**src/rtl/s_block_writer.sv**
```systemverilog
// -----------------------------------------------------------------------------
// s_block_writer
//
// Output stage of the IDCT datapath. It reads a finished 8x8 S block
// (signed 32-bit fixed point, DP-RAM addresses 64..127) through both RAM
// ports, one horizontal pixel pair per cycle. Each entry becomes an 8-bit
// pixel by taking S[23:16] and clamping to 0..255. Each pair is packed into
// one 16-bit word and written to the SRAM frame buffer at the selected
// block position.
//
// Ports
//   CLOCK_50_I       : 50 MHz clock, single domain
//   Reset            : asynchronous active-high reset
//   WB_start         : one-cycle start request, honoured only in IDLE
//   WB_done          : one-cycle pulse after the last SRAM write
//   block_row/col    : block position (0..29 / 0..39), latched at start
//   S_read_address   : DP-RAM addresses, [0] = even column, [1] = odd column
//   S_read_data      : DP-RAM data, valid one cycle after the address
//   S_write_enable   : tied low, this block only reads the RAM
//   SRAM_address     : SRAM word address
//   SRAM_write_data  : {even-column pixel, odd-column pixel}
//   SRAM_we_n        : SRAM write enable, active low
// -----------------------------------------------------------------------------
module s_block_writer #(
    parameter logic [17:0] Y_BASE    = 18'd0,
    parameter int          ROW_WORDS = 160
) (
    input  logic            CLOCK_50_I,
    input  logic            Reset,
    input  logic            WB_start,
    output logic            WB_done,
    input  logic [4:0]      block_row,
    input  logic [5:0]      block_col,
    output logic [1:0][6:0] S_read_address,
    input  logic [1:0][31:0] S_read_data,
    output logic [1:0]      S_write_enable,
    output logic [17:0]     SRAM_address,
    output logic [15:0]     SRAM_write_data,
    output logic            SRAM_we_n
);

    localparam logic [1:0] S_IDLE = 2'd0;
    localparam logic [1:0] S_RUN  = 2'd1;
    localparam logic [1:0] S_LO_0 = 2'd2;
    localparam logic [1:0] S_LO_1 = 2'd3;

    logic [1:0]  state;
    logic [4:0]  p;          // pair counter: p[4:2] = block row, p[1:0] = packed column
    logic [4:0]  row_q;
    logic [5:0]  col_q;

    // Read-return stage: marks the cycle in which S_read_data belongs to pair rd_p.
    logic        rd_valid;
    logic [4:0]  rd_p;

    logic [17:0] wr_addr;
    logic [15:0] wr_data;

    // S value to pixel: negative -> 0, integer part above 255 -> 255,
    // otherwise the integer byte. The fraction is truncated.
    function automatic logic [7:0] to_pixel(input logic [31:0] s);
        if (s[31])
            return 8'd0;
        else if (s[30:24] != 7'd0)
            return 8'hFF;
        else
            return s[23:16];
    endfunction

    assign S_write_enable = 2'b00;

    // NOTE: every signal assigned in an always_comb gets a value on every path
    // (defaults first), otherwise synthesis infers a latch.
    always_comb begin
        S_read_address = '0;
        if (state == S_RUN) begin
            // 64 + 2p and 65 + 2p, built by concatenation.
            S_read_address[0] = {1'b1, p, 1'b0};
            S_read_address[1] = {1'b1, p, 1'b1};
        end
    end

    // {row_q, r} = block_row*8 + r and {col_q, c} = block_col*4 + c, both
    // exact. The product is formed at 18 bits, which holds the maximum 38399.
    always_comb begin
        wr_addr = Y_BASE
                + 18'({row_q, rd_p[4:2]}) * 18'(ROW_WORDS)
                + 18'({col_q, rd_p[1:0]});
        wr_data = {to_pixel(S_read_data[0]), to_pixel(S_read_data[1])};
    end

    // NOTE: sequential state uses non-blocking assignments so that every
    // register samples the values from before the clock edge.
    always_ff @(posedge CLOCK_50_I or posedge Reset) begin
        if (Reset) begin
            state   <= S_IDLE;
            p       <= 5'd0;
            row_q   <= 5'd0;
            col_q   <= 6'd0;
            WB_done <= 1'b0;
        end else begin
            WB_done <= 1'b0;
            case (state)
                S_IDLE: begin
                    if (WB_start) begin
                        row_q <= block_row;
                        col_q <= block_col;
                        p     <= 5'd0;
                        state <= S_RUN;
                    end
                end
                S_RUN: begin
                    p <= p + 5'd1;
                    if (p == 5'd31)
                        state <= S_LO_0;
                end
                S_LO_0: state <= S_LO_1;
                S_LO_1: begin
                    state   <= S_IDLE;
                    WB_done <= 1'b1;
                end
                default: state <= S_IDLE;
            endcase
        end
    end

    // p travels with the read so the write address matches the returning data.
    always_ff @(posedge CLOCK_50_I or posedge Reset) begin
        if (Reset) begin
            rd_valid <= 1'b0;
            rd_p     <= 5'd0;
        end else begin
            rd_valid <= (state == S_RUN);
            rd_p     <= p;
        end
    end

    // SRAM output register. Address and data hold their last values between writes.
    always_ff @(posedge CLOCK_50_I or posedge Reset) begin
        if (Reset) begin
            SRAM_we_n       <= 1'b1;
            SRAM_address    <= 18'd0;
            SRAM_write_data <= 16'd0;
        end else begin
            SRAM_we_n <= ~rd_valid;
            if (rd_valid) begin
                SRAM_address    <= wr_addr;
                SRAM_write_data <= wr_data;
            end
        end
    end

endmodule

```
**config.mk**
```make
export PLATFORM = sky130hd
export DESIGN_NAME = s_block_writer
export DESIGN_NICKNAME = d
export VERILOG_FILES = /design/src/rtl/s_block_writer.sv
export SDC_FILE = /design/constraint.sdc
export NUM_CORES = 1
export LEC_CHECK = 0
export CORE_UTILIZATION = 43
export DETAILED_ROUTE_END_ITERATION = 7
export PLACE_DENSITY_LB_ADDON = 0.3
export SYNTH_ARGS = -nofsm -noshare
export SYNTH_HDL_FRONTEND = slang
export SYNTH_SLANG_ARGS = --single-unit
```
**constraint.sdc**
```tcl
create_clock -name CLOCK_50_I -period 3.05 [get_ports CLOCK_50_I]
set_input_delay 0.4575 -clock CLOCK_50_I [delete_from_list [all_inputs] [get_ports CLOCK_50_I]]
set_output_delay 0.4575 -clock CLOCK_50_I [all_outputs]
set_load 0.1 [all_outputs]
```
# Word-level counts from Yosys, hierarchy flattened
# Index checks and enable logic that the tools add are counted.
# totals
wordCells	38
rom_bits	0
n_memories	0
in_bits	78
ff_bits	60
latchBits	0
out_inout_bits	52
mem_bits_rw	0
# op_classes
shift	0
muxes	11
div	0
reduce_logical	7
n_eq_ne	6
mul	1
n_lt_le_gt_ge	0
n_addsub	2
n_bitwise	1
# ops
operator	n
2-to-1 mux 8 bit	4
adder 16 x 8 -> 17 bit	1
2-to-1 mux 14 bit	1
nonzero test 7 bit	2
multiplier 8 x 3 -> 11 bit, second input constant	1
one-hot mux 5 bit (2 select lines)	1
one-hot mux 2 bit (4 select lines)	1
AND reduction 2 bit	3
adder 5 x 1 -> 5 bit, second input constant	1
== test 5 bit, second input constant	1
2-to-1 mux 5 bit	1
== test 2 bit, second input constant	2
2-to-1 mux 2 bit	2
== test 2 x 1 -> 1 bit, second input constant	1
zero test 2 bit	1
!= test 2 x 1 -> 1 bit, second input constant	1
!= test 2 bit, second input constant	1
nonzero test 2 bit	1
2-to-1 mux 1 bit	1
inverter 1 bit	1

# Depth between registers and ports, before layout
# logic_depth
ltp_word	3
ltp_mapped	8
depth_no_buf	8

# Worst setup path after synthesis
# No wires, ideal clock.
# synth_path
path_type	register to output
from	register state[1]
to	output port S_read_address[12] (netlist bit)
path_buffers	2
slack_ns	-0.278
stages_incl_launch_ff	6
t_required_ns	2.592
arrival_time_ns	2.871
cell_sequence	dfrtp_1 -> inv_1 -> ha_1 -> clkbuf_1 -> and2_1 -> buf_4
# synth_rtl
element	line	source
start: declaration	47	logic [1:0] state;
start signal: assignment	96	state <= S_IDLE;
start signal: assignment	109	state <= S_RUN;
start signal: assignment	115	state <= S_LO_0;
end: declaration	34	output logic [1:0][6:0] S_read_address,

# Worst setup path after layout
# layout_path
from	register row_q[0]
to	register SRAM_address[14]
# layout_via
elab_chain_len	2
# layout_lines
element	line	source
start: declaration	49	logic [4:0] row_q;
start signal: assignment	106	row_q <= block_row;
multiplier 8 x 3 -> 11 bit	87	+ 18'({row_q, rd_p[4:2]}) * 18'(ROW_WORDS)
adder 16 x 8 -> 17 bit	88	+ 18'({col_q, rd_p[1:0]});
end signal: assignment	147	SRAM_address <= wr_addr;
end: declaration	37	output logic [17:0] SRAM_address,
# Every way passes these cells.
# A chain may end at the register's enable or synchronous reset.

==> flow_summary.json <==
{
  "status": "finished, final reports clean",
  "netlist_area_um2": 3108,
  "synth_edf_count": 0,
  "cp-end-kind": "register",
  "synth_ff_type": "dfrtp_1",
  "clk-insertion-delay-late_ns": 0.33,
  "worstMarginPinSlew_ns": 0.7749,
  "ant_nets": 0,
  "crit_required_ns": 3.30,
  "initial_utilization_pct": 45.25,
  "drcViolationCount": 0,
  "finalNetCount": 467,
  "cp_max_fo": 3,
  "fp.dieW_um": 87.02,
  "cts-hold-fix-buffers": 0,
  "clock.fmax_ghz": 0.3494,
  "finClkSkew_ns": 0.003610,
  "rsz0062_at_grt": "no",
  "drv_cap": 0,
  "finalHoldViolCount": 0,
  "setup-tns-final_ns": 0,
  "hp-class": "reg -> reg",
  "hpwlAfterDp_um": 4785,
  "gr-total-overflow": 0,
  "syn2layout_area_growth_pct": 33.49,
  "ioPinCount": 130,
  "numPortBuffers": 93,
  "synth_top_area_share_pct": 46.70,
  "insertedDiodeCount": 0,
  "synth_area_leaders": "dfrtp_1 47%, mux2_2 13%, ha_1 8.5%",
  "dr.pass1.iters": 4,
  "finalCriticalPeriod_ns": 2.862,
  "synth_warnings": 0,
  "netlist_instances": 274,
  "grt_usage_pct": 17.99,
  "viasPerCell": 4.878,
  "cts.sinks": 59,
  "antenna_found_initial": 0,
  "synth-seq-cells": 59,
  "grt_max_degree": 40,
  "maxSlewViolCount": 0,
  "cts_buffers": 9,
  "clkTransAtPathRegs_ns": 0.07,
  "die_area_um2": 7572,
  "routabilityCongestion": 0.7801,
  "cts_tree": "done",
  "drive_above_1_share_pct": 30.73,
  "crit_family": "adder cells",
  "grt_pass1_vias": 2282,
  "critPathBufInv": 0,
  "crit_path_cell_trace": "ha_1 -> ha_1 -> fa_1 -> a211o_1 -> and3_4 -> or2_4 -> or4_1 -> a31oi_1",
  "cts_buffer_depth": 2,
  "setup_viol": 0,
  "vias": 2278,
  "worstPathArrival_ns": 3.11,
  "critPathSlowestCell": "or4_1",
  "htreeDepth": 3,
  "synth_top_area_cell": "dfrtp_1",
  "ys_seq_area_share_pct": 47.54,
  "ys_async_sr_fraction_pct": 100.0,
  "finalCritPeriodShare_pct": 93.84,
  "cts_setup_buffers": 0,
  "ys_types": 47,
  "slowest_delay_ns": 0.49,
  "syn_area_per_cell_um2": 11.34,
  "grt_pass1_wl_um": 10400,
  "std_cell_rows": 30,
  "worstSetupPathType": "reg -> reg",
  "crit_top_cell": "ha_1",
  "drt_iter0_drc": 64,
  "drt_wl_total_um": 6232,
  "fp.dieH_um": 87.02,
  "coreArea_um2": 6869,
  "cts_resized": 0,
  "root_buffer": "clkbuf_8",
  "wl_per_cell_um": 13.34,
  "worstSetupStartpointType": "register",
  "slew_headroom_pct": 48.27
}
[cells by family (layout without fill, tap and decap cells)]
kind of cell    Yosys count  count (layout)  synth area share, %
flops                    59              59                47.54
compound gates           55              55                11.67
simple gates             49              49                9.380
buf+inv                  45             139                6.763
mux                      37              37                13.37
fa+ha+maj                23              23                9.742
xor+xnor                  5               5                1.409
other cells               1               4               0.1207
[layout by cell type, fill, tap and decap left out, drive strengths merged, types with 2 or more instances in the layout]
cell type       n
or2             3
a32o            2
nor3            2
clkdlybuf4s50  45
a21o            2
clkinvlp        3
or4             3
nor4            2
conb            4
and2            7
nand4           2
fa              2
nand2           6
inv            26
xor2            4
nand2b          2
buf            52
mux2           36
dfrtp          58
o31ai           2
a22o            3
clkbuf         10
a211o           2
nor2b           4
clkinv          3
a21oi          23
a31oi           3
o21ai           9
nor2           10
nand3           2
ha             21
a211oi          2
and3            3
[sequential cells by signal, summed over array words and instances, names as in the netlist]
| name | flops |
|---|---|
| p | 5 |
| rd_p | 5 |
| SRAM_we_n | 1 |
| SRAM_write_data | 16 |
| col_q | 6 |
| row_q | 5 |
| state | 2 |
| rd_valid | 1 |
| WB_done | 1 |
| SRAM_address | 17 |
[path summary, 6_finish.rpt]
kind                                      start                             end  slack, ns  cells past startpoint
max                        row_q[0]$_DFFE_PP0P_    SRAM_address[14]$_DFFE_PP0P_       0.19                      8
min                            p[4]$_DFFE_PP0P_               rd_p[4]$_DFF_PP0_       0.45                      0
max reg2reg                row_q[0]$_DFFE_PP0P_    SRAM_address[14]$_DFFE_PP0P_       0.19                      8
min reg2reg                    p[4]$_DFFE_PP0P_               rd_p[4]$_DFF_PP0_       0.45                      0
max in group asynchronous                 Reset     SRAM_address[5]$_DFFE_PP0P_       1.77                      3
min in group asynchronous                 Reset  SRAM_write_data[2]$_DFFE_PP0P_       0.59                      2
[per-stage QoR]
stage	area, µm²	hold WS (ns)	utilization [%]	worst slack [ns]	cells
after floorplan	3122	0.3933	-	0.04156	277
after global placement	3970	0.4257	57.80	0.2308	451
after detailed placement	3970	0.4293	57.80	0.1921	451
after CTS	4149	0.4446	60.40	0.1722	467
after global routing	4149	0.4675	60.40	0.01510	467
final	4149	0.4460	60.40	0.1880	467
[final cells by class]
type,count,area [µm²]
clock buffers,10,137.6
clock inverters,6,41.29
fillers,581,2720
inverters,26,97.59
multi-input cells,173,1434
flip-flops and latches,59,1478
well taps,96,120.1
repair buffers,97,840.8
[layer usage]
metal  GRT usage [%]  wire length [µm]  up-vias
met5               0                 0        -
met4           7.879                71        0
met1           23.11              2858     1067
met3           4.076               348        6
li1                -                 -     1139
met2           29.13              2954       66
[cell usage after synthesis, types with 2 or more instances]
cell      number
nor2b_1        4
a31oi_1        3
buf_1          2
or4_1          3
buf_4         11
nand2b_1       2
mux2_2        36
and2_1         7
o31ai_1        2
a211oi_1       2
nand2_1        6
inv_1         26
a211o_1        2
xor2_1         4
nor3_1         2
nor4_2         2
clkbuf_1       6
a22o_1         3
or2_1          2
nand3_1        2
a32o_1         2
a21oi_1       23
fa_1           2
dfrtp_1       58
nand4_1        2
ha_1          21
o21ai_0        9
nor2_1        10
and3_1         2
Power is not shown: default switching activity piles up to over one toggle a cycle in this logic, so the estimate is an artifact.
